==> src/rtl/pomo_pkg.sv <==
// pomo_pkg: shared types and helpers for the Pomodoro cycle timer.
//   state_e  : controller states IDLE/RUN/PAUSE/ALARM
//   phase_e  : Pomodoro phase WORK/SHORT/LONG (encoding 3 is never used)
//   to_bcd8  : binary 0..99 to two packed BCD digits, for duration constants
//   BCD_ZERO : two-digit BCD zero
package pomo_pkg;

  typedef enum logic [1:0] {
    ST_IDLE  = 2'd0,
    ST_RUN   = 2'd1,
    ST_PAUSE = 2'd2,
    ST_ALARM = 2'd3
  } state_e;

  typedef enum logic [1:0] {
    PH_WORK  = 2'd0,
    PH_SHORT = 2'd1,
    PH_LONG  = 2'd2
  } phase_e;

  localparam logic [7:0] BCD_ZERO = 8'h00;

  function automatic logic [7:0] to_bcd8(input int unsigned v);
    return {4'(v / 10), 4'(v % 10)};
  endfunction

endpackage

==> src/rtl/bcd_mmss_down.sv <==
// bcd_mmss_down: mm:ss down-counter held entirely in BCD.
// Ports:
//   clk, rst_n  : clock, asynchronous active-low reset (resets to RST_MIN:00)
//   load_i      : load load_min_i:00 (wins over dec_i)
//   load_min_i  : minutes to load, two BCD digits
//   dec_i       : decrement by one second
//   min_o/sec_o : current minutes/seconds, two BCD digits each
//   zero_o      : this decrement lands on 00:00 (count is 00:01 and dec_i high)
module bcd_mmss_down
  import pomo_pkg::*;
#(
  parameter logic [7:0] RST_MIN = 8'h25
) (
  input  logic       clk,
  input  logic       rst_n,
  input  logic       load_i,
  input  logic [7:0] load_min_i,
  input  logic       dec_i,
  output logic [7:0] min_o,
  output logic [7:0] sec_o,
  output logic       zero_o
);

  logic [7:0] min_q, min_d;
  logic [7:0] sec_q, sec_d;

  // Two-digit BCD decrement with per-digit borrow; 00 wraps to 99.
  function automatic logic [7:0] bcd_dec8(input logic [7:0] v);
    logic [7:0] r;
    r = v;
    if (v[3:0] != 4'd0) begin
      r[3:0] = v[3:0] - 4'd1;
    end else begin
      r[3:0] = 4'd9;
      r[7:4] = (v[7:4] != 4'd0) ? v[7:4] - 4'd1 : 4'd9;
    end
    return r;
  endfunction

  always_comb begin
    min_d = min_q;
    sec_d = sec_q;
    if (load_i) begin
      min_d = load_min_i;
      sec_d = BCD_ZERO;
    end else if (dec_i) begin
      // Seconds tens digit only spans 0..5, so a borrow out of :00 reloads :59.
      if (sec_q == BCD_ZERO) begin
        sec_d = 8'h59;
        min_d = bcd_dec8(min_q);
      end else begin
        sec_d = bcd_dec8(sec_q);
      end
    end
  end

  always_ff @(posedge clk or negedge rst_n) begin
    if (!rst_n) begin
      min_q <= RST_MIN;
      sec_q <= BCD_ZERO;
    end else begin
      min_q <= min_d;
      sec_q <= sec_d;
    end
  end

  assign min_o  = min_q;
  assign sec_o  = sec_q;
  assign zero_o = dec_i && (min_q == BCD_ZERO) && (sec_q == 8'h01);

endmodule

==> src/rtl/pomo_cycle_timer.sv <==
// pomo_cycle_timer: sequences Pomodoro cycles (work / short break / long break
// every CYCLES_PER_LONG works) with run, pause, skip and alarm handling.
// Ports:
//   clk, rst_n   : clock, asynchronous active-low reset
//   start_stop   : 1-cycle pulse, start / pause / resume / acknowledge alarm
//   skip         : 1-cycle pulse, abandon current phase (ignored in ALARM)
//   min_bcd      : minutes, two BCD digits
//   sec_bcd      : seconds, two BCD digits
//   blink_7sd    : 1 = blank display digits (blinks in PAUSE and ALARM)
//   phase        : 0 WORK, 1 SHORT, 2 LONG
//   cycle_cnt    : completed works since the last long break
//   alarm        : high while in ALARM
//   running      : high while in RUN
// Build option: define POMO_AUTO_ADVANCE_EN to start the next phase running
// straight out of ALARM instead of waiting in IDLE.
module pomo_cycle_timer
  import pomo_pkg::*;
#(
  parameter int unsigned CLK_HZ          = 100000000,
  parameter int unsigned BLINK_HZ        = 2,
  parameter int unsigned WORK_MIN        = 25,
  parameter int unsigned SHORT_MIN       = 5,
  parameter int unsigned LONG_MIN        = 15,
  parameter int unsigned CYCLES_PER_LONG = 4,
  parameter int unsigned ALARM_SEC       = 5
) (
  input  logic       clk,
  input  logic       rst_n,
  input  logic       start_stop,
  input  logic       skip,
  output logic [7:0] min_bcd,
  output logic [7:0] sec_bcd,
  output logic       blink_7sd,
  output logic [1:0] phase,
  output logic [3:0] cycle_cnt,
  output logic       alarm,
  output logic       running
);

  localparam int unsigned PW   = $clog2(CLK_HZ);
  localparam int unsigned HALF = CLK_HZ / (2 * BLINK_HZ);
  localparam int unsigned BW   = (HALF > 1) ? $clog2(HALF) : 1;

  localparam logic [7:0] WORK_BCD  = to_bcd8(WORK_MIN);
  localparam logic [7:0] SHORT_BCD = to_bcd8(SHORT_MIN);
  localparam logic [7:0] LONG_BCD  = to_bcd8(LONG_MIN);

`ifdef POMO_AUTO_ADVANCE_EN
  localparam state_e DONE_ST = ST_RUN;
`else
  localparam state_e DONE_ST = ST_IDLE;
`endif

  state_e          state_q, state_d;
  phase_e          phase_q, phase_d;
  logic [3:0]      cycle_q, cycle_d;
  logic [PW-1:0]   presc_q, presc_d;
  logic [BW-1:0]   bcnt_q, bcnt_d;
  logic            blink_q, blink_d;
  logic [7:0]      acnt_q, acnt_d;
  logic            alarm_q, running_q;

  logic            tick;
  logic            load;
  logic            zero;
  phase_e          nxt_phase;
  logic [3:0]      nxt_cycle_skip, nxt_cycle_done;
  logic [7:0]      nxt_dur;

  assign tick = ((state_q == ST_RUN) || (state_q == ST_ALARM)) &&
                (presc_q == PW'(CLK_HZ - 1));

  // Phase that follows the current one. Completion and skip agree on the
  // target phase; only completion counts the finished work.
  always_comb begin
    nxt_phase      = PH_WORK;
    nxt_cycle_skip = cycle_q;
    nxt_cycle_done = cycle_q;
    if (phase_q == PH_WORK) begin
      if (cycle_q == 4'(CYCLES_PER_LONG - 1)) begin
        nxt_phase      = PH_LONG;
        nxt_cycle_skip = 4'd0;
        nxt_cycle_done = 4'd0;
      end else begin
        nxt_phase      = PH_SHORT;
        nxt_cycle_done = cycle_q + 4'd1;
      end
    end
    case (nxt_phase)
      PH_SHORT: nxt_dur = SHORT_BCD;
      PH_LONG:  nxt_dur = LONG_BCD;
      default:  nxt_dur = WORK_BCD;
    endcase
  end

  always_comb begin
    state_d = state_q;
    phase_d = phase_q;
    cycle_d = cycle_q;
    acnt_d  = acnt_q;
    load    = 1'b0;
    case (state_q)
      ST_IDLE, ST_PAUSE: begin
        if (skip) begin
          phase_d = nxt_phase;
          cycle_d = nxt_cycle_skip;
          load    = 1'b1;
          state_d = ST_IDLE;
        end else if (start_stop) begin
          state_d = ST_RUN;
        end
      end
      ST_RUN: begin
        // Reaching 00:00 outranks a pause on the same edge so the alarm is
        // never lost with the count parked at zero.
        if (skip) begin
          phase_d = nxt_phase;
          cycle_d = nxt_cycle_skip;
          load    = 1'b1;
          state_d = ST_IDLE;
        end else if (zero) begin
          acnt_d  = 8'd0;
          state_d = ST_ALARM;
        end else if (start_stop) begin
          state_d = ST_PAUSE;
        end
      end
      ST_ALARM: begin
        if (start_stop || (tick && (acnt_q == 8'(ALARM_SEC - 1)))) begin
          phase_d = nxt_phase;
          cycle_d = nxt_cycle_done;
          load    = 1'b1;
          state_d = DONE_ST;
        end else if (tick) begin
          acnt_d = acnt_q + 8'd1;
        end
      end
      default: state_d = ST_IDLE;
    endcase
  end

  // Prescaler: fresh second on any start from IDLE/ALARM, held through PAUSE.
  always_comb begin
    presc_d = presc_q;
    if ((state_d == ST_IDLE) ||
        (((state_q == ST_IDLE) || (state_q == ST_ALARM)) && (state_d == ST_RUN))) begin
      presc_d = '0;
    end else if ((state_q == ST_RUN) || (state_q == ST_ALARM)) begin
      presc_d = tick ? '0 : presc_q + PW'(1);
    end
  end

  // Blink divider: starts blanked on entry to PAUSE/ALARM, off elsewhere.
  always_comb begin
    blink_d = 1'b0;
    bcnt_d  = '0;
    if ((state_d == ST_PAUSE) || (state_d == ST_ALARM)) begin
      if (state_q != state_d) begin
        blink_d = 1'b1;
      end else if (bcnt_q == BW'(HALF - 1)) begin
        blink_d = ~blink_q;
      end else begin
        blink_d = blink_q;
        bcnt_d  = bcnt_q + BW'(1);
      end
    end
  end

  always_ff @(posedge clk or negedge rst_n) begin
    if (!rst_n) begin
      state_q   <= ST_IDLE;
      phase_q   <= PH_WORK;
      cycle_q   <= 4'd0;
      presc_q   <= '0;
      bcnt_q    <= '0;
      blink_q   <= 1'b0;
      acnt_q    <= 8'd0;
      alarm_q   <= 1'b0;
      running_q <= 1'b0;
    end else begin
      state_q   <= state_d;
      phase_q   <= phase_d;
      cycle_q   <= cycle_d;
      presc_q   <= presc_d;
      bcnt_q    <= bcnt_d;
      blink_q   <= blink_d;
      acnt_q    <= acnt_d;
      alarm_q   <= (state_d == ST_ALARM);
      running_q <= (state_d == ST_RUN);
    end
  end

  bcd_mmss_down #(
    .RST_MIN (WORK_BCD)
  ) u_mmss (
    .clk        (clk),
    .rst_n      (rst_n),
    .load_i     (load),
    .load_min_i (nxt_dur),
    .dec_i      (tick && (state_q == ST_RUN)),
    .min_o      (min_bcd),
    .sec_o      (sec_bcd),
    .zero_o     (zero)
  );

  assign blink_7sd = blink_q;
  assign phase     = phase_q;
  assign cycle_cnt = cycle_q;
  assign alarm     = alarm_q;
  assign running   = running_q;

endmodule

==> config.mk <==
export PLATFORM = sky130hd
export DESIGN_NAME = pomo_cycle_timer
export DESIGN_NICKNAME = d
export VERILOG_FILES = /design/src/rtl/pomo_pkg.sv /design/src/rtl/bcd_mmss_down.sv /design/src/rtl/pomo_cycle_timer.sv
export SDC_FILE = /design/constraint.sdc
export NUM_CORES = 1
export LEC_CHECK = 0
export BUFFER_PORTS_ARGS = -buffer_cell sky130_fd_sc_hd__buf_2
export CAP_MARGIN = 40
export CORE_MARGIN = 3
export CORE_UTILIZATION = 35
export CTS_CLUSTER_SIZE = 14
export DETAILED_ROUTE_END_ITERATION = 8
export GPL_TIMING_DRIVEN = 1
export REMOVE_ABC_BUFFERS = 1
export SYNTH_ARGS = -nofsm -noshare
export SYNTH_HDL_FRONTEND = slang
export SYNTH_SLANG_ARGS = --single-unit
==> constraint.sdc <==
create_clock -name clk -period 2.5 [get_ports clk]
set_input_delay 0.5 -clock clk [delete_from_list [all_inputs] [get_ports clk]]
set_output_delay 0.5 -clock clk [all_outputs]
set_load 0.02 [all_outputs]
==> impl_summary.md <==
Timing
Dividing the final minimum period by the clock period gives 1.07. The largest clock skew in the final design is 11.1 ps. The upper clock frequency limit is 374 MHz. The count of endpoints failing hold in the final timing report came to 0. The slew at the pin closest to its max-slew limit is 580 ps. Setup violations remaining at the end of the flow were counted as 48.

Setup repair after global routing could not meet its margin everywhere. The final-layout worst hold slack is 510 ps. The smallest clock period supported by the final layout is computed as 2670 ps. The count of pins over their slew limit came to 0. In the post-route analysis, the smallest setup slack over all paths is -172 ps.

The worst relative slew slack is 0.613.

Setup path
The launch point of the critical path is presc_q[9]. Grouping stages by cell kind, the critical path spends the most delay in simple AND/OR/NAND/NOR gates. The number of buffers and inverters on the critical path is 1. The peak per-stage delay on the critical path is 550 ps.

The worst register-to-register path ends at u_mmss.min_o[2]. The critical path in this run is classified as reg2reg. The beginning of the worst register-to-register path is presc_q[9]. The cell type with the highest occurrence count on the critical path is sky130_fd_sc_hd__or4_4. Traced cell by cell, the critical path runs through or4_4 -> or4_4 -> or4_4 -> buf_12 -> nor2_4 -> nand2_1 -> a211o_1. For flop-to-flop paths, the worst setup slack is -170 ps. Counting cells, the worst reg-to-reg path comes to 7. In this run the worst setup path terminates at u_mmss.min_o[2]. The arrival time at the worst endpoint is 2950 ps.

The category of the worst setup path capture point is a flip-flop. The slowest stage of the critical path belongs to the cell sky130_fd_sc_hd__or4_4. STA puts the critical path data required time at 2770 ps. Of all nets on the critical path, the largest fanout is 8. STA classifies the critical path startpoint as a flip-flop. The depth of the critical timing path with buffers and inverters included is 7.

Clocking
The clock tree from TritonCTS is built. The later pin in the worst-skew pair is clocked with a latency of 350 ps. Clock-pin slew was measured on the worst setup and hold paths at 70 ps. The tree is rooted in a sky130_fd_sc_hd__clkbuf_16.

The maximum clock path buffer count is 2. The number of sinks handled by clock tree synthesis is 87. The number of clock buffers added by TritonCTS is 9. The level count of the clock H-tree is 3.

Drt
The routed length on met1 is 5.75 mm. After detailed routing, the number of remaining DRC violations is 0. The routed length on met3 is 411 um. In the detailed route, the total length drawn on met2 is 6.25 mm. The post-detailed-route via-to-cell ratio is 5.22. In the final routed layout, each cell accounts on average for 15.2 um. The via total after detailed routing is 4,347. In this run the top signal layer used is met4.

The routed design has 12.6 mm of wire. The detail route stage leaves a number of antenna-violating nets equal to 0. The detailed router's first-iteration violation count is 275. The number of optimization iterations in the first detailed-route pass is 4.

Finish
In the final layout, the share of cells above drive strength 1 is 0.353. The most common cell after layout, fill and taps aside is sky130_fd_sc_hd__dfrtp_1. The area overhead of the layout relative to synthesis is 37.4%. The finished layout holds 832 standard cells, fillers aside.

The number of nets at the end of the flow is 665. The utilization after layout is 0.493. Once layout is done, the placed cells without fillers occupy 0.00686 mm2. Leaving out fill and tap cells, the most frequent cells in the layout are sky130_fd_sc_hd__dfrtp_1, sky130_fd_sc_hd__buf_4, sky130_fd_sc_hd__nor2_1. The total inserted antenna cells is 0.

Placed design
The quantity of I/O buffers inserted on ports is 28. Detailed placement finished with a half-perimeter wire length of 8.47 mm. The placed instances occupy a cell area of 0.00584 mm2. Counting tap cells, the placed design contains a total of 795 instances. The final weighted congestion in routability-driven placement is 0.848.

Global route
The initial antenna violation count was 0. The pin count of the biggest net entering global routing is 76. The number of global-route vias before repair is 4,347. In the global route stage, overall resource usage came out at 0.162. After global routing the overflow that remains totals 0.

The first global-routing pass estimated 21.3 mm of wire.

Floorplanning
After floorplanning, the core was sized to cover 0.0139 mm2. For this configuration, the core starts out at a cell density of 0.358. Measured along the y axis, the die boundary spans 125 um. The I/O pin count is 29. Row generation in the floorplan step produced 43 rows.

The die width is 125 um. The die covers 0.0157 mm2.

Status
The final reports fail on setup timing. The run finished, with violations left.

Pwr
In this run the static leakage power is 2.92 nW. The completed layout was analyzed and its total power is 0.00361 W. Across the VDD grid, the largest voltage drop is 0.297 mV. Power spread over the standard cell area amounts to 526 mW/mm2.

Synth
The number of distinct library cells after synthesis is 58. The synthesized instance count is 531. The dominant synthesized flop cell is sky130_fd_sc_hd__dfrtp_1. The part of the Yosys area used for sequential elements is 0.437. The post-synthesis async set-or-reset flop share is 1.00.

The synthesized design contains 0 enable-type register cells. During synthesis, Yosys emitted a total of 0 warnings. The count of state elements after synthesis is 87. A synthesized cell averages 9.41 um2. The post-synth design cell area is 0.00499 mm2.

Run
The tool flagged a number of max-cap violations equal to 0.

Worst hold path
The tightest min-delay check is of the reg2reg type.
## flip-flops by register name, indices dropped and copies added, names as in the netlist, 2 cells and up
name,cells
cycle_cnt,4
u_mmss.min_o,8
presc_q,27
phase,2
acnt_q,8
u_mmss.sec_o,8
bcnt_q,25
state_q,2
## synth_stat cells (3+ instances only)
cell	instances	area (um2)
sky130_fd_sc_hd__ha_1	14	175
sky130_fd_sc_hd__and3_1	12	75.1
sky130_fd_sc_hd__or4_1	6	45.0
sky130_fd_sc_hd__xor2_1	33	289
sky130_fd_sc_hd__nand2_1	38	143
sky130_fd_sc_hd__o21a_1	3	22.5
sky130_fd_sc_hd__or2_2	4	25.0
sky130_fd_sc_hd__nor4_1	11	68.8
sky130_fd_sc_hd__dfstp_2	3	78.8
sky130_fd_sc_hd__xnor2_1	21	184
sky130_fd_sc_hd__nor2_1	70	263
sky130_fd_sc_hd__nor3b_1	4	30.0
sky130_fd_sc_hd__mux2_2	3	33.8
sky130_fd_sc_hd__nor4_4	4	85.1
sky130_fd_sc_hd__a31oi_1	3	18.8
sky130_fd_sc_hd__a21oi_1	16	80.1
sky130_fd_sc_hd__buf_6	6	67.6
sky130_fd_sc_hd__dfrtp_1	84	2100
sky130_fd_sc_hd__clkbuf_1	11	41.3
sky130_fd_sc_hd__nand3_1	42	210
sky130_fd_sc_hd__nand4_1	14	87.6
sky130_fd_sc_hd__nand2b_1	3	18.8
sky130_fd_sc_hd__nor4b_1	3	26.3
sky130_fd_sc_hd__mux2i_1	3	30.0
sky130_fd_sc_hd__nor3_1	39	195
sky130_fd_sc_hd__inv_1	16	60.1
sky130_fd_sc_hd__nor3_2	9	90.1
sky130_fd_sc_hd__o21ai_0	9	45.0
sky130_fd_sc_hd__or3_1	10	62.6
## routing by layer
layer | vias to the layer above | global-route usage
met3 | 18 | 0.0312
met1 | 2126 | 0.215
met5 | - | 0
met2 | 79 | 0.270
met4 | 0 | 0.0466
li1 | 2124 | -
## area by class of cell
| type | instances | area (um2) |
|---|---|---|
| Inverter | 17 | 63.8 |
| Multi-Input combinational cell | 408 | 3090 |
| Clock inverter | 5 | 33.8 |
| Sequential cell | 87 | 2180 |
| Timing Repair Buffer | 124 | 1030 |
| Clock buffer | 11 | 243 |
| Tap cell | 180 | 225 |
| Fill cell | 1247 | 7070 |
## worst reg2reg max path: stages, from the launching register on
cell	delay, ps
sky130_fd_sc_hd__dfrtp_1	380
sky130_fd_sc_hd__or4_4	540
sky130_fd_sc_hd__or4_4	550
sky130_fd_sc_hd__or4_4	520
sky130_fd_sc_hd__buf_12	160
sky130_fd_sc_hd__nor2_4	100
sky130_fd_sc_hd__nand2_1	60
sky130_fd_sc_hd__a211o_1	290
## cells by family (layout without fill, tap and decap cells)
family | after synthesis | count (layout) | synth area share
AOI/OAI and AO/OA | 48 | 48 | 0.0629
DFF | 87 | 87 | 0.437
muxes | 6 | 6 | 0.0128
and+or+nand+nor | 285 | 285 | 0.318
xor gates and xnor gates | 55 | 55 | 0.0979
buffers and inverters | 36 | 157 | 0.0371
adders and majority gates | 14 | 14 | 0.0351
## worst min-delay path by stage
stage | start | end | slack, ps | cells past startpoint
floorplan | rst_n | acnt_q[0] | 200 | 0
global placement | rst_n | bcnt_q[13] | 360 | 1
detailed placement | rst_n | bcnt_q[18] | 360 | 1
CTS | bcnt_q[0] | bcnt_q[0] | 510 | 1
global route | rst_n | bcnt_q[12] | 540 | 2
finish | bcnt_q[0] | bcnt_q[0] | 510 | 1
## stage by stage
stage / TNS, ps / worst slack (ps)
6_report: -2990 / -172
5_1_grt: -8820 / -244
4_1_cts: -2820 / -159
3_5_place_dp: -8340 / -228
3_3_place_gp: -6110 / -176
2_1_floorplan: -23770 / -456
## what timing repair did
action,in CTS,in global routing
setup buffers,12,6
cloned,4,1
resized for setup,48,64
pin swaps,23,40
hold buffers,1,0
endpoints found under the hold margin,11,0
endpoints found under the setup margin,75,78
## report_power, final
part / leakage (nW) / internal (W) / switching (W)
Clock: 0.132 / 0.000701 / 0.000574
Combinational: 1.60 / 0.000307 / 0.000455
Sequential: 1.19 / 0.00148 / 0.0000908
Total: 2.92 / 0.00249 / 0.00112
Note: power is estimated with default switching activity, not from simulation.
